**config.mk**
```make
export PLATFORM = sky130hd
export DESIGN_NAME = train_request_agent
export DESIGN_NICKNAME = d
export VERILOG_FILES = /design/src/rtl/train_request_agent.sv
export SDC_FILE = /design/constraint.sdc
export NUM_CORES = 1
export LEC_CHECK = 0
export ABC_AREA = 1
export BUFFER_PORTS_ARGS = -buffer_cell sky130_fd_sc_hd__buf_4
export CAP_MARGIN = 20
export CORE_AREA = 5 5 111 113
export DETAILED_ROUTE_END_ITERATION = 6
export DIE_AREA = 0 0 116 118
export GPL_ROUTABILITY_DRIVEN = 0
export GPL_TIMING_DRIVEN = 1
export SETUP_SLACK_MARGIN = 0.05
export SYNTH_ARGS = -nofsm -noshare
export SYNTH_HDL_FRONTEND = slang
export SYNTH_SLANG_ARGS = --single-unit
```
**constraint.sdc**
```tcl
create_clock -name clk -period 4.91 [get_ports clk]
set_clock_uncertainty 0.15 [all_clocks]
set_input_delay 0.2455 -clock clk [delete_from_list [all_inputs] [get_ports clk]]
set_output_delay 0.2455 -clock clk [all_outputs]
set_load 0.005 [all_outputs]
```
**src/rtl/train_request_agent.sv**
```systemverilog
// Track-side requester: one IDLE/WAIT/CROSS/HOLD machine per train, driving
// train_req to the crossing arbiter and flagging grant-protocol violations.
// Optional wait timeout: define TRAIN_WAIT_TIMEOUT_EN.
module train_request_agent #(
  parameter int N_TRAINS       = 4,
  parameter int CROSS_CYCLES   = 8,
  parameter int HOLDOFF_CYCLES = 2,
  parameter int WAIT_TIMEOUT   = 32,
  parameter int CNT_W          = 8
) (
  input  logic                clk,
  input  logic                rst,
  input  logic [N_TRAINS-1:0] arrive,
  input  logic [N_TRAINS-1:0] train_pass,
  output logic [N_TRAINS-1:0] train_req,
  output logic [N_TRAINS-1:0] crossing,
  output logic [N_TRAINS-1:0] done,
  output logic [N_TRAINS-1:0] timeout,
  output logic                conflict
);

  typedef enum logic [1:0] {
    ST_IDLE  = 2'd0,
    ST_WAIT  = 2'd1,
    ST_CROSS = 2'd2,
    ST_HOLD  = 2'd3
  } state_e;

  localparam logic [CNT_W-1:0] CROSS_LOAD = CNT_W'(CROSS_CYCLES - 1);
  localparam logic [CNT_W-1:0] HOLD_LOAD  = CNT_W'(HOLDOFF_CYCLES - 1);
  localparam logic [CNT_W-1:0] CNT_ONE    = CNT_W'(1);
  localparam logic [CNT_W-1:0] CNT_ZERO   = CNT_W'(0);
`ifdef TRAIN_WAIT_TIMEOUT_EN
  localparam logic [CNT_W-1:0] WAIT_LOAD  = CNT_W'(WAIT_TIMEOUT - 1);
`endif

  state_e              state_q [N_TRAINS];
  logic [CNT_W-1:0]    cnt_q   [N_TRAINS];
  logic [N_TRAINS-1:0] req_q;
  logic [N_TRAINS-1:0] cross_q;
  logic [N_TRAINS-1:0] done_q;
  logic                conflict_q;
  logic                conflict_d;
  logic [N_TRAINS-1:0] grant_s;
  logic                multi_pass_s;
  logic                any_cross_s;
`ifdef TRAIN_WAIT_TIMEOUT_EN
  logic [N_TRAINS-1:0] timeout_q;
`endif

  // Lowest-index grant wins; two's-complement trick isolates it, and a
  // nonzero remainder after clearing it means more than one grant is up.
  always_comb begin
    grant_s      = train_pass & (~train_pass + N_TRAINS'(1));
    multi_pass_s = |(train_pass & (train_pass - N_TRAINS'(1)));
    any_cross_s  = |cross_q;
    conflict_d   = conflict_q | multi_pass_s
                 | (|(cross_q & ~train_pass))
                 | (|(train_pass & ~req_q));
  end

  // Per-train state machines with registered req/crossing/done/timeout.
  always_ff @(posedge clk or posedge rst) begin
    if (rst) begin
      req_q      <= '0;
      cross_q    <= '0;
      done_q     <= '0;
      conflict_q <= 1'b0;
`ifdef TRAIN_WAIT_TIMEOUT_EN
      timeout_q  <= '0;
`endif
      for (int i = 0; i < N_TRAINS; i++) begin
        state_q[i] <= ST_IDLE;
        cnt_q[i]   <= CNT_ZERO;
      end
    end else begin
      conflict_q <= conflict_d;
      for (int i = 0; i < N_TRAINS; i++) begin
        done_q[i] <= 1'b0;
`ifdef TRAIN_WAIT_TIMEOUT_EN
        timeout_q[i] <= 1'b0;
`endif
        case (state_q[i])
          ST_IDLE: begin
            if (arrive[i]) begin
              state_q[i] <= ST_WAIT;
              req_q[i]   <= 1'b1;
`ifdef TRAIN_WAIT_TIMEOUT_EN
              cnt_q[i]   <= WAIT_LOAD;
`endif
            end
          end
          ST_WAIT: begin
            // A grant on the expiry cycle still wins over the timeout.
            if (grant_s[i] && !any_cross_s) begin
              state_q[i] <= ST_CROSS;
              cross_q[i] <= 1'b1;
              cnt_q[i]   <= CROSS_LOAD;
            end
`ifdef TRAIN_WAIT_TIMEOUT_EN
            else if (cnt_q[i] == CNT_ZERO) begin
              state_q[i]   <= ST_HOLD;
              req_q[i]     <= 1'b0;
              timeout_q[i] <= 1'b1;
              cnt_q[i]     <= HOLD_LOAD;
            end else begin
              cnt_q[i] <= cnt_q[i] - CNT_ONE;
            end
`endif
          end
          ST_CROSS: begin
            if (cnt_q[i] == CNT_ZERO) begin
              state_q[i] <= ST_HOLD;
              req_q[i]   <= 1'b0;
              cross_q[i] <= 1'b0;
              done_q[i]  <= 1'b1;
              cnt_q[i]   <= HOLD_LOAD;
            end else begin
              cnt_q[i] <= cnt_q[i] - CNT_ONE;
            end
          end
          ST_HOLD: begin
            if (cnt_q[i] == CNT_ZERO) begin
              state_q[i] <= ST_IDLE;
            end else begin
              cnt_q[i] <= cnt_q[i] - CNT_ONE;
            end
          end
          default: begin
            state_q[i] <= ST_IDLE;
            req_q[i]   <= 1'b0;
            cross_q[i] <= 1'b0;
            cnt_q[i]   <= CNT_ZERO;
          end
        endcase
      end
    end
  end

  assign train_req = req_q;
  assign crossing  = cross_q;
  assign done      = done_q;
  assign conflict  = conflict_q;
`ifdef TRAIN_WAIT_TIMEOUT_EN
  assign timeout   = timeout_q;
`else
  assign timeout   = '0;
`endif

endmodule
```
-- After elaboration in Yosys (flattened, before gate mapping)
Index checks and enable logic that the tools add are counted.
- input port bits: 10
- register bits after elaboration: 53
- output and inout port bits: 17
- logic and storage cells: 174
- bitwise gates (word level): 9
- reductions and logical operators: 45
- add/sub/neg operators: 6
- equal/unequal tests: 32
- multiplexer cells: 64
- operators by type and width (cell ; count):
    $mux W8 ; 12
    $pmux W8 S3 ; 4
    $ne A2 B2 Y1 const B ; 20
    $reduce_and A3 Y1 ; 12
    $logic_not A8 Y1 ; 4
    $mux W2 ; 16
    $pmux W2 S4 ; 4
    $sub A8 B1 Y8 const B ; 4
    $mux W1 ; 20
    $and A4 B4 Y4 ; 4
    $eq A2 B2 Y1 const B ; 8
    $pmux W1 S2 ; 8
    $reduce_and A4 Y1 ; 4
    $reduce_bool A2 Y1 ; 8
    $reduce_or A4 Y1 ; 4
    $reduce_bool A3 Y1 ; 4
    $eq A2 B1 Y1 const B ; 4
    $logic_not A2 Y1 ; 4
    $not A4 Y4 ; 2
    $add A4 B1 Y4 const B ; 1
    $logic_and A1 B1 Y1 ; 4
    $sub A4 B1 Y4 const B ; 1
    $or A1 B1 Y1 ; 3
    $logic_not A1 Y1 ; 1

-- Logic depth before layout (Yosys ltp)
Gate-level depths: netlist of run 1.
- word-level depth: 6
- gate-level depth with buffers: 11
- mapped depth without buffers: 11

-- Worst setup path before layout of run 1
No wires, ideal clock.
- kind: register -> register
- start point: register state_q[0] (netlist bit)
- end point: register state_q[0] (netlist bit)
- path buffers: 1
- setup slack: 3.259 ns
- cell stages (with the launch flop): 8
- arrival: 1.380 ns
- data required time: 4.639 ns
- clock period less this slack: 1.651 ns
- setup time: 0.121 ns
- cells stage by stage: dfrtp_1 ha_1 clkbuf_1 or2_2 a21oi_2 nand2_1 nand2_1 o21ai_1
- word-level cells in the longest chain between the ends: 3
- elaborated cells between the ends (all ways): 10
- classes of those cells: eq/ne (7); mux (1); reduce/logical (2)
- ends and longest elaborated chain (element ; line ; RTL):
    start: declaration ; 37 ; state_e state_q [N_TRAINS];
    start signal: indexed assignment ; 73 ; state_q[i] <= ST_IDLE;
    start signal: indexed assignment ; 86 ; state_q[i] <= ST_WAIT;
    start signal: indexed assignment ; 96 ; state_q[i] <= ST_CROSS;
    $eq A2 B2 Y1 (tied with other cells) ; 83 ; case (state_q[i])
    $ne A2 B2 Y1 (no line) ; - ;
    $reduce_and A4 Y1 (no line) ; - ;
Several ways; a longest one is shown, not always the timed one.
A chain may end at the register's enable or synchronous reset.

-- Worst setup path after layout of run 1
Ends and elaborated chain as after synthesis.

==> impl_metrics.ini, run 1 <==
[status]
outcome = finished with violations
violations = hold timing

[synth]
synth.cell_area_um2 = 3827
ys_warn_count = 0
synth-edff-count = 0
synth_area_leader_cell = dfrtp_1
ys_ff_latch = 53
async_flop_share_pct = 100.0
synthTopCellsByArea = dfrtp_1 (35%), nand2_1 (19%), ha_1 (9.2%)
ys_types = 36
syn_avg_cell_area_um2 = 6.984
ys.flop_type = dfrtp_1
synth-seq-area-share_pct = 34.65
synthCells = 548
synth_top_area_share_pct = 34.65

[route]
drt_first_pass_iters = 4
vias = 3303
routed_wl_mm = 8.170
ant_nets = 0
post_drt_wl_per_cell_um = 11.43
first_iter_violations = 161
remaining_drc_errors = 0
viasPerCell = 4.620

[clock_tree]
clkLatencyLatePin_ns = 0.29
htree_num_levels = 2
cts_buffers = 5
cts_tree = yes
ctsHoldBuffers = 0
cts_setup_buffers = 0
clk_pin_slew_worst_paths_ns = 0.07
clock_path_buffers = 2
cts_sinks = 53
cts.repair.resized = 0
root_buffer = clkbuf_16

[die]
start_util_pct = 34.10
die_y_um = 118
dieWidth_um = 116
pin_count = 27
fp-row-count = 39
core_um2 = 11220
dieArea_um2 = 13690

[power_and_ir_drop]
clkPwrFrac_pct = 15.5
seq_power_share_pct = 27.6
p_comb_share_pct = 56.9
p_leak_nw = 2.383
max-vdd-ir-drop_uv = 258.2
p_per_area_nw_per_um2 = 688.5
p_int_mw = 1.523
switchingPower_mw = 1.451
switching_share_pct = 48.79

[setup_path]
worstPathArrival_ns = 1.90
reg2regPathDepth = 7
r2r_end = state_q[0]
cp-end-kind = flop
path_max_fanout = 11
regToRegStartpoint = state_q[0]
ff2ff_setup_slack_ns = 3.04
worstSetupPathType = flop to flop
critPathLaunchType = flop
cp_data_required_time_ns = 4.94

[timing]
final.hold.worst_slack_ns = -0.01682
fmax_ghz = 0.5356
slew_headroom_pct = 54.82
fin_crit_sh_pct = 38.02
slew_viol_final = 0
rsz0062_at_grt = false
setup_viol = 0
hold_violations = 16
fin_tns_setup_ns = 0
min_period_ns = 1.867
worstMarginPinSlew_ns = 0.6777

[worst_hold_path]
hold_class = input pin to async pin

[finish]
nNetsFinal = 609
synthToLayoutAreaGrowth_pct = 12.88
n_antenna_cell = 0
final_area_um2 = 4320
drive_above_1_share_pct = 11.54
instances_no_fill = 715
post-route-util_pct = 38.50

[placed_design]
dp_cells = 707
hpwl_mm = 6.216
portBuffers = 22
postPlaceCellArea_um2 = 4130

[run]
maxCapViolations = 0

[grt]
grt_max_degree = 54
antenna_found_initial = 0
grt_pass1_wl_mm = 14.72
grt_util_all_layers_pct = 12.99
grt_pass1_vias = 3193
grt_overflow = 0
==> per-stage QoR <==
step,power [mW],hold WS [ns],setup slack (ns)
after floorplan,2.135,0.2121,3.228
after global placement,2.489,0.3242,3.108
after detailed placement,2.532,0.3319,3.047
after CTS,3.009,0.02205,3.033
after global routing,3.325,0.03950,2.907
final,2.975,-0.01682,3.043
==> logic make-up after synthesis <==
group,synth area share [%]
and+or+nand+nor,35.14
buffers and inverters,9.742
DFF,34.65
AOI/OAI and AO/OA,8.467
adders and majority gates,9.153
xor gates and xnor gates,2.746
other,0.09798
==> power groups by stage <==
stage	registers, mW	clock network, mW	logic, mW
final	0.822	0.461	1.69
after global routing	0.856	0.491	1.98
after CTS	0.822	0.472	1.71
after detailed placement	0.825	0	1.71
after global placement	0.824	0	1.67
after floorplan	0.780	0	1.35
==> synth_stat cells, types with 2 or more instances <==
| cell | n |
|---|---|
| nand2_1 | 198 |
| inv_1 | 72 |
| dfrtp_1 | 53 |
| nand3_1 | 40 |
| nor2_1 | 40 |
| ha_1 | 28 |
| o21ai_0 | 21 |
| nand4_1 | 16 |
| o21ai_1 | 13 |
| inv_2 | 9 |
| xor2_1 | 9 |
| clkbuf_1 | 5 |
| o21ai_2 | 5 |
| a21oi_1 | 4 |
| buf_4 | 4 |
| nand2_2 | 4 |
| nor2_2 | 3 |
| nor2_4 | 3 |
| xnor2_1 | 3 |
| o211ai_1 | 2 |
==> registers in the layout, indices dropped and copies added (netlist names) <==
| register | flops |
|---|---|
| conflict | 1 |
| crossing | 4 |
| train_req | 4 |
| done | 4 |
| state_q | 8 |
| cnt_q | 32 |
==> critical path, stage by stage (launching register included) <==
cell and delay [ns]:
dfrtp_1 0.41, inv_1 0.09, ha_1 0.34, or2_2 0.39, a21oi_2 0.17, nand2_1 0.10
nand2_1 0.06, o21ai_1 0.06
==> area by class of cell <==
type	count	area [um2]
clock buffers	5	125.1
clock inverters	3	65.06
fillers	1185	6903
inverters	82	312.8
multi-input cells	406	2140
flip-flops and latches	53	1326
well taps	143	178.9
repair buffers	23	172.7
==> how the worst max path moves through the flow <==
stage | from | endpoint | slack (ns)
floorplan | rst | cnt_q[0] | 3.23
global placement | state_q[0] | state_q[0] | 3.11
detailed placement | state_q[0] | state_q[0] | 3.05
CTS | state_q[0] | state_q[0] | 3.03
global route | state_q[0] | state_q[0] | 2.91
finish | state_q[0] | state_q[0] | 3.04
==> cell usage in the layout (no fill, tap or decap), types with 2 or more instances in the layout <==
| cell type | instances |
|---|---|
| conb_1 | 4 |
| o21ai_0 | 21 |
| clkbuf_16 | 5 |
| inv_1 | 71 |
| xnor2_1 | 3 |
| dfrtp_1 | 53 |
| xor2_1 | 9 |
| nor2_1 | 40 |
| nor2_4 | 3 |
| nand2_1 | 198 |
| nor2_2 | 3 |
| o211ai_1 | 2 |
| inv_2 | 10 |
| bufinv_16 | 2 |
| o21ai_1 | 13 |
| buf_4 | 23 |
| nand3_1 | 40 |
| ha_1 | 28 |
| o21ai_2 | 5 |
| a21oi_1 | 4 |
| nand4_1 | 16 |
| nand2_2 | 4 |
==> layer usage <==
metal	part of all wire (%)	wire, um	vias up	global-route usage (%)
li1	-	-	1761	-
met4	1.2	102	0	3.553
met5	0	0	-	0
met1	48	3957	1485	17.89
met3	3.8	311	6	2.571
met2	46	3798	51	20.61
Note: power is estimated with default switching activity, not from simulation.
==> inputs of run 2 (changes only) <==
- clock period: 4.91 -> 1.8 ns (I/O delays scaled with it)
==> run 2 against run 1 <==
  * The run now ends clean
  * Clock power rose by 140%
  * First-iteration DRC count rose by 26%
  * Utilization rose by 2.8 points
  * Maximum frequency rose by 11%
  * Sequential power rose to 2.7 times the previous value
  * Setup slack got worse by 2.9 ns
  * Global-route usage fell by 0.62 points
  * Flip-flop and latch count did not move
  * Critical path type unchanged
  * Highest routed layer unchanged
==> impl_metrics.ini, run 2 (same netlist as run 1, synthesis figures left out) <==
[finish]
final_cell_mix = nand2_1 (194), inv_1 (68), dfrtp_1 (53)
n_antenna_cell = 0
seqCellArea_um2 = 1326
fillers = 1130
layout_commonest_cell = nand2_1
synthToLayoutAreaGrowth_pct = 21.12
multi_input_area_um2 = 2217
final_area_um2 = 4636
drive_above_1_share_pct = 17.19
nNetsFinal = 642
largest_reg_flops = 32
regMostFlops = cnt_q
largestRegisters = cnt_q (32), state_q (8)

[timing]
hold_violations = 0
setup_viol = 0
rsz0062_at_grt = true
slew_viol_final = 0
fin_tns_setup_ns = 0
min_period_ns = 1.681
fin_crit_sh_pct = 93.38
fmax_ghz = 0.5949

[clock_tree]
root_buffer = clkbuf_16
clock_path_buffers = 2
clkLatencyLatePin_ns = 0.28
cts_tree = yes
cts_buffers = 5
clk_pin_slew_worst_paths_ns = 0.07
htree_num_levels = 2
cts_sinks = 53

[power_and_ir_drop]
switchingPower_mw = 4.170
p_comb_share_pct = 60.9
p_per_area_nw_per_um2 = 1856
switching_share_pct = 48.48
p_int_mw = 4.432
clkPwrFrac_pct = 12.9
seq_power_share_pct = 26.1
max-vdd-ir-drop_uv = 750.4
p_leak_nw = 2.541

[grt]
grt_max_degree = 39
grt_pass1_vias = 3148
grt_util_all_layers_pct = 12.37
antenna_found_initial = 0
grt_pass1_wl_mm = 14.21
grt_overflow = 0

[route]
ant_nets = 0
vias = 3438
post_drt_wl_per_cell_um = 11.45
viasPerCell = 4.596
remaining_drc_errors = 0
drt_first_pass_iters = 5
first_iter_violations = 203
routed_wl_mm = 8.563

[die]
pin_count = 27
start_util_pct = 34.10
die_y_um = 118
dieWidth_um = 116
dieArea_um2 = 13690
core_um2 = 11220
fp-row-count = 39

[setup_path]
crit_path_frequent_cell = nand2_1
path_max_fanout = 4
critPathLaunchType = flop
worstSetupPathType = flop to flop
worstPathArrival_ns = 1.70
cp_slowest_stage_delay_ns = 0.42
path_cells = nor2_2 -> nand2_2 -> o21ai_2 -> inv_2 -> nor2_1 -> nand2_1 -> nand2_1 -> o21ai_1
cp_data_required_time_ns = 1.82
cpMaxStageDelayCell = dfrtp_1
cp-end-kind = flop

[status]
outcome = finished, final reports clean

[worst_hold_path]
hold_class = input pin to flop

[run]
maxCapViolations = 0

[placed_design]
postPlaceCellArea_um2 = 4248
portBuffers = 22
hpwl_mm = 6.371
[run 2: changes by cell type in the layout (fill, tap and decap cells not counted), moves of 2 or more]
cell and delta:
inv_2 +3, dlygate4sd3_1 +7, nor2_2 +4, nor2_1 -4, nand2_2 +3, buf_4 +22
ha_2 +2, inv_1 -3, nand2_1 -4, nor2_4 +2, ha_1 -2
[run 2: what timing repair did]
item | CTS | global route
setup buffers | 0 | 9
endpoints found under the setup margin | 0 | 36
hold buffers | 7 | 0
resized for setup | 0 | 17
hold endpoints to repair | 29 | 0
[run 2: critical path: cells and delay by family (launching register included)]
family / cells / cell delay (ns)
flip-flops: 1 / 0.42
buffers and inverters: 1 / 0.13
AO/OA/AOI/OAI: 2 / 0.33
AND/OR/NAND/NOR: 5 / 0.54
[run 2: worst paths after layout]
kind / slack, ns / from / depth (start not counted) / to
min in group asynchronous: 0.20 / rst / 3 / train_req[3]
min reg2reg: 0.37 / cnt_q[9] / 2 / cnt_q[9]
min: 0.04 / train_pass[1] / 5 / conflict
max reg2reg: 0.12 / crossing[1] / 8 / state_q[7]
max in group asynchronous: 0.78 / rst / 4 / crossing[2]
max: 0.12 / crossing[1] / 8 / state_q[7]
[run 2: stage by stage]
stage	total power [mW]	worst slack, ns	util (%)	instances	hold WS (ns)
4_1_cts	8.252	0.09188	40.01	736	0.03734
6_report	8.602	0.1191	41.30	748	0.04008
3_5_place_dp	7.080	0.1169	37.85	721	-0.05240
2_1_floorplan	5.823	0.1486	-	551	0.05662
5_1_grt	9.505	0.02061	41.30	748	0.09492
3_3_place_gp	6.978	0.1319	37.85	721	-0.05332
[run 2: layout make-up]
class | count | area share [%]
Clock buffer | 7 | 3.077
Clock inverter | 1 | 0.6478
Inverter | 82 | 6.748
Multi-Input combinational cell | 409 | 47.83
Sequential cell | 53 | 28.61
Tap cell | 143 | 3.860
Timing Repair Buffer | 53 | 9.231
[run 2: power groups by stage]
| stage | clock network [mW] | registers, mW | logic, mW |
|---|---|---|---|
| after floorplan | 0 | 2.13 | 3.70 |
| after global placement | 0 | 2.23 | 4.75 |
| after detailed placement | 0 | 2.25 | 4.83 |
| after CTS | 1.15 | 2.23 | 4.86 |
| after global routing | 1.20 | 2.32 | 5.99 |
| final | 1.11 | 2.25 | 5.24 |
[run 2: per-layer routing]
layer | track usage [%] | part of all wire [%] | up-vias
met3 | 1.902 | 3.7 | 6
met1 | 16.91 | 47 | 1564
li1 | - | - | 1821
met2 | 20.65 | 48 | 47
met5 | 0 | 0 | -
met4 | 2.393 | 0.86 | 0
